===== config.mk =====
export PLATFORM = sky130hd
export DESIGN_NAME = uart_tx
export DESIGN_NICKNAME = d
export VERILOG_FILES = /design/src/rtl/uart_pkg.sv /design/src/rtl/uart_tx.sv
export SDC_FILE = /design/constraint.sdc
export NUM_CORES = 1
export LEC_CHECK = 0
export ABC_AREA = 1
export CAP_MARGIN = 30
export CORE_ASPECT_RATIO = 0.8
export CORE_MARGIN = 1
export CORE_UTILIZATION = 52
export DETAILED_ROUTE_END_ITERATION = 6
export PLACE_DENSITY = 0.76
export SYNTH_ARGS = -nofsm -noshare
export SYNTH_HDL_FRONTEND = slang
export SYNTH_SLANG_ARGS = --single-unit

===== constraint.sdc =====
create_clock -name clk_i -period 2.9 [get_ports clk_i]
set_input_delay 0.725 -clock clk_i [delete_from_list [all_inputs] [get_ports clk_i]]
set_output_delay 0.725 -clock clk_i [all_outputs]
set_load 0.005 [all_outputs]

===== src/rtl/uart_pkg.sv =====
// ---------------------------------------------------------------------------
// uart_pkg
// Definitions shared by the UART transmitter and the future receiver:
//   uartState_e   frame state machine states (IDLE/START/DATA/PARITY/STOP)
//   LINE_IDLE     level of the serial line between frames (mark = high)
//   MAX_DATA_BITS widest data field any UART in this codebase supports
//   calcParity    parity of a (zero-padded) data word, even or odd
// ---------------------------------------------------------------------------
package uart_pkg;

  typedef enum logic [2:0] {
    IDLE,
    START,
    DATA,
    PARITY,
    STOP
  } uartState_e;

  localparam logic LINE_IDLE     = 1'b1;
  localparam int   MAX_DATA_BITS = 9;

  // Unused upper bits must be zero so they do not disturb the XOR.
  // Odd parity is even parity inverted.
  function automatic logic calcParity(input logic [MAX_DATA_BITS-1:0] data,
                                      input logic                     odd);
    return (^data) ^ odd;
  endfunction

endpackage


===== src/rtl/uart_tx.sv =====
// ---------------------------------------------------------------------------
// uart_tx
// Serial UART transmitter. Bytes arrive over a valid/ready handshake into a
// one-entry holding buffer and are sent as start bit, data bits (LSB first),
// optional parity bit and one or two stop bits. Bit timing comes entirely
// from the external baud_tick strobe. A byte buffered before the current
// frame ends follows it with no idle gap.
//
// Ports:
//   clk_i        system clock, rising edge
//   rst_i        synchronous active-low reset
//   baud_tick_i  one-cycle strobe, one bit period per tick interval
//   tx_data_i    byte to send, sampled only on accept
//   tx_valid_i   upstream has a byte
//   tx_ready_o   holding buffer empty (accept = tx_valid_i & tx_ready_o)
//   tx_o         registered serial line, idle high
//   tx_busy_o    a frame is on the line
//   tx_done_o    one-cycle pulse when the final stop bit completes
// ---------------------------------------------------------------------------
module uart_tx
  import uart_pkg::*;
#(
  parameter int DATA_BITS  = 8,
  parameter int PARITY_EN  = 0,
  parameter int PARITY_ODD = 0,
  parameter int STOP_BITS  = 1
) (
  input  logic                 clk_i,
  input  logic                 rst_i,
  input  logic                 baud_tick_i,
  input  logic [DATA_BITS-1:0] tx_data_i,
  input  logic                 tx_valid_i,
  output logic                 tx_ready_o,
  output logic                 tx_o,
  output logic                 tx_busy_o,
  output logic                 tx_done_o
);

  // One counter serves both the data field and the stop field.
  localparam int CNT_MAX = (DATA_BITS > STOP_BITS) ? DATA_BITS : STOP_BITS;
  localparam int CNT_W   = $clog2(CNT_MAX);

  localparam logic [CNT_W-1:0] DATA_LAST = CNT_W'(DATA_BITS - 1);
  localparam logic [CNT_W-1:0] STOP_LAST = CNT_W'(STOP_BITS - 1);
  localparam logic             HAS_PAR   = (PARITY_EN != 0);
  localparam logic             ODD_PAR   = (PARITY_ODD != 0);

  uartState_e state_q, state_d;

  logic [DATA_BITS-1:0]     shift_q, shift_d;
  logic [DATA_BITS-1:0]     buf_q, buf_d;
  logic                     pending_q, pending_d;
  logic [CNT_W-1:0]         cnt_q, cnt_d;
  logic                     parity_q, parity_d;
  logic                     tx_q, tx_d;
  logic                     done_q, done_d;
  logic                     load;
  logic [MAX_DATA_BITS-1:0] bufPadded;

  // FSM state register.
  always_ff @(posedge clk_i) begin
    if (!rst_i) begin
      state_q <= IDLE;
    end else begin
      state_q <= state_d;
    end
  end

  // Datapath and holding-buffer registers; reset also drops a buffered byte.
  always_ff @(posedge clk_i) begin
    if (!rst_i) begin
      shift_q   <= '0;
      buf_q     <= '0;
      pending_q <= 1'b0;
      cnt_q     <= '0;
      parity_q  <= 1'b0;
      tx_q      <= LINE_IDLE;
      done_q    <= 1'b0;
    end else begin
      shift_q   <= shift_d;
      buf_q     <= buf_d;
      pending_q <= pending_d;
      cnt_q     <= cnt_d;
      parity_q  <= parity_d;
      tx_q      <= tx_d;
      done_q    <= done_d;
    end
  end

  // Next-state logic: every transition waits for a baud tick.
  always_comb begin
    state_d = state_q;
    if (baud_tick_i) begin
      case (state_q)
        IDLE:    if (pending_q) state_d = START;
        START:   state_d = DATA;
        DATA:    if (cnt_q == DATA_LAST) state_d = HAS_PAR ? PARITY : STOP;
        PARITY:  state_d = STOP;
        STOP:    if (cnt_q == STOP_LAST) state_d = pending_q ? START : IDLE;
        default: state_d = IDLE;
      endcase
    end
  end

  // Output and datapath logic. The line value for the next bit is computed
  // on the tick and registered, so tx_o changes one cycle after the tick.
  // A load happens on the tick that opens a start bit, either from IDLE or
  // straight out of the last stop bit for a gapless follow-on frame.
  always_comb begin
    tx_d     = tx_q;
    done_d   = 1'b0;
    shift_d  = shift_q;
    cnt_d    = cnt_q;
    parity_d = parity_q;
    load     = 1'b0;
    if (baud_tick_i) begin
      case (state_q)
        IDLE: begin
          tx_d = LINE_IDLE;
          if (pending_q) begin
            load = 1'b1;
            tx_d = ~LINE_IDLE;
          end
        end
        START: begin
          tx_d  = shift_q[0];
          cnt_d = '0;
        end
        DATA: begin
          if (cnt_q != DATA_LAST) begin
            shift_d = shift_q >> 1;
            tx_d    = shift_q[1];
            cnt_d   = cnt_q + CNT_W'(1);
          end else begin
            cnt_d = '0;
            tx_d  = HAS_PAR ? parity_q : LINE_IDLE;
          end
        end
        PARITY: begin
          tx_d  = LINE_IDLE;
          cnt_d = '0;
        end
        STOP: begin
          if (cnt_q != STOP_LAST) begin
            cnt_d = cnt_q + CNT_W'(1);
            tx_d  = LINE_IDLE;
          end else begin
            done_d = 1'b1;
            cnt_d  = '0;
            if (pending_q) begin
              load = 1'b1;
              tx_d = ~LINE_IDLE;
            end else begin
              tx_d = LINE_IDLE;
            end
          end
        end
        default: begin
          tx_d  = LINE_IDLE;
          cnt_d = '0;
        end
      endcase
    end
    // Parity is taken from the buffered word at load time, before shifting
    // destroys it.
    if (load) begin
      shift_d  = buf_q;
      parity_d = calcParity(bufPadded, ODD_PAR);
    end
  end

  // Zero-extend the buffered word to the width the parity helper expects.
  always_comb begin
    bufPadded                = '0;
    bufPadded[DATA_BITS-1:0] = buf_q;
  end

  // Holding buffer: accept only when empty, empty again on load. Accept and
  // load are mutually exclusive since one needs pending low, the other high.
  always_comb begin
    buf_d     = buf_q;
    pending_d = pending_q;
    if (load) begin
      pending_d = 1'b0;
    end else if (tx_valid_i && !pending_q) begin
      buf_d     = tx_data_i;
      pending_d = 1'b1;
    end
  end

  assign tx_o       = tx_q;
  assign tx_ready_o = !pending_q;
  assign tx_busy_o  = (state_q != IDLE);
  assign tx_done_o  = done_q;

endmodule


==> results.toml <==
[outcome]
status = "complete, no violations"

[place]
dp.final_hpwl_um = 1980
io_buffers = 15
place.gp.congestion = 0.935

[worst_setup_path]
critPathKind = "register to output port"
slowest_stage = "clkdlybuf4s50_1"
crit_fanout = 4
required_ns = 2.17
setup.worst_path.end_class = "output port"
crit_path_cell_trace = "nor2_1, nand2_1, clkdlybuf4s50_1"
start_kind = "register"
critPathBufInv = 1
crit_arrival_ns = 1.58
cpPeakStageDelay_ns = 0.48
crit_family = "buffers and inverters"

[routing]
wirelength_met1_um = 1240
drc = 0
wl_met3_um = 121
wl_um = 2520
vias_per_cell = 5.31
dr.first_iter.drc_count = 56
top_layer = "met4"
wl_per_cell_um = 11.7
dr.pass1.iters = 4
dr_wl_met2_um = 1140
drtAntennaViolNets = 0
vias = 1146

[clock_network]
clk_latency_ns = 0.32
hold_buffers = 0
cts_root_buffer = "clkbuf_4"
cts_setup_buffers = 0
cts_resized = 0
clkSlewWorstSetupHoldPaths_ns = 0.14
cts.path.max_buffers = 2
ctsHtreeMaxLevel = 1
cts_buffers = 3
cts_tree = "built"
clkSinkCount = 25

[synth]
synth-async-reset-ratio_pct = 0
ys_seq_elements = 25
synth_common_cells = "33 x nand2_1, 25 x dfxtp_1, 25 x inv_1, 19 x nor2_1, 18 x a21oi_1"
yosysSeqAreaShare_pct = 40.9
ys.flop_type = "dfxtp_1"
yosysTopAreaCell = "dfxtp_1"
netlist_area_um2 = 1220
synth-edff-count = 0
avgSynthCellArea_um2 = 6.99
yosysTopAreaCellShare_pct = 40.9
synth_area_leaders = "dfxtp_1 41%, nand2_1 10%, inv_1 7.7%"
ys_warn_count = 0
netlist_instances = 175
syn_nets = 190
yosysUniqueCellTypes = 24
post-synth-top-count-cell = "nand2_1"

[sta]
fmax_mhz = 433
slew_headroom_pct = 70.4
hold_viol = 0
holdWs_ns = 0.462
finalCritPeriodShare_pct = 79.6
slew_viol_final = 0
finClkSkew_ns = 0.000874
tns_ns = 0
min_period_ns = 2.31
rsz0062_at_grt = "no"
worst_slew_pin_slew_ns = 0.443
finalSetupViolCount = 0

[floorplanning]
io_pins = 16
die_width_um = 56.2
num_rows = 15
die_h_um = 45.4
dieArea_um2 = 2550
start_util_pct = 55.7
core_um2 = 2200

[global_route]
overflow = 0
grt_pass1_wl_um = 4110
grt_max_degree = 17
antenna_found_initial = 0
grt_pass1_vias = 912
gr-usage-all-layers_pct = 21.3

[pwr]
vdd_drop_max_uv = 425
power_density_nw_per_um2 = 643
p_leak_nw = 0.608
finalPower_uw = 914

[layout]
area_growth_pct = 16.3
drive_gt1_share_pct = 9.95
n_fill_cell = 205
antennaDiodeCount = 0
nNetsFinal = 207

[run]
max_cap_violations = 0

[hold_path]
hold_class = "register to register"
-- state kept, by name, summed over array words and instances, names as in the netlist --
name,count
buf_q,8
cnt_q,3
pending_q,1
shift_q,8
state_q,3
tx_done_o,1
tx_o,1
-- cell type report --
cell class / instances / area, um2 / area share, %
sequential: 25 / 500 / 35.2
multi-input combinational: 117 / 591 / 41.5
inverter: 29 / 114 / 8.01
tap: 25 / 31.3 / 2.20
clock buffer: 3 / 22.5 / 1.58
timing repair buffer: 16 / 158 / 11.1
clock inverter: 1 / 5.00 / 0.352
-- metrics by stage --
step / setup slack [ns] / utilization (%) / instance area, um2 / cells
3_3_place_gp: 0.801 / 63.5 / 1390 / 212
4_1_cts: 0.614 / 64.7 / 1420 / 216
3_5_place_dp: 0.741 / 63.5 / 1390 / 212
2_1_floorplan: 1.40 / - / 1220 / 175
5_1_grt: 0.511 / 64.7 / 1420 / 216
6_report: 0.592 / 64.7 / 1420 / 216
-- worst paths after layout --
kind	cells past startpoint	end	slack, ns	from
max	3	tx_busy_o	0.59	state_q[0]$_SDFFE_PN0P_
min	2	buf_q[6]$_SDFFE_PN0P_	0.46	buf_q[6]$_SDFFE_PN0P_
max reg2reg	9	shift_q[0]$_SDFFE_PN0P_	1.28	cnt_q[0]$_SDFFE_PN0P_
min reg2reg	2	buf_q[6]$_SDFFE_PN0P_	0.46	buf_q[6]$_SDFFE_PN0P_
-- logic make-up after synthesis --
family	count (synthesis)	share of synthesized area, %
fa+ha+maj	3	3.07
buf+inv	33	10.7
compound gates	36	15.4
simple gates	78	29.9
flops	25	40.9
-- routing by layer --
layer,GRT usage [%],up-vias
met2,33.6,33
met4,2.93,0
met1,29.9,519
met5,0,-
li1,-,592
met3,6.30,2
-- cells in the final DEF (no fill, tap or decap), drive strengths merged, types with 3 or more instances in the layout --
cell           instances
inv                   29
dfxtp                 25
nand2                 37
nand3                 16
nor2                  23
clkbuf                 3
clkdlybuf4s50         15
ha                     3
o21ai                 15
a21oi                 18
-- where the power goes --
part	leakage [nW]	switching, mW	total [mW]	internal (mW)
Combinational	0.386	0.208	0.338	0.130
Sequential	0.205	0.0331	0.419	0.386
Clock	0.0177	0.106	0.157	0.0517
Total	0.608	0.347	0.914	0.567
-- worst register-to-register path: stages (launching register included) --
cell	delay [ns]
dfxtp_1	0.36
inv_1	0.07
ha_1	0.21
nand2_2	0.11
nand2_1	0.19
nand3_4	0.22
nand2_4	0.12
inv_6	0.10
nand2_1	0.05
a21oi_1	0.14
(Power assumes the default switching activity.)
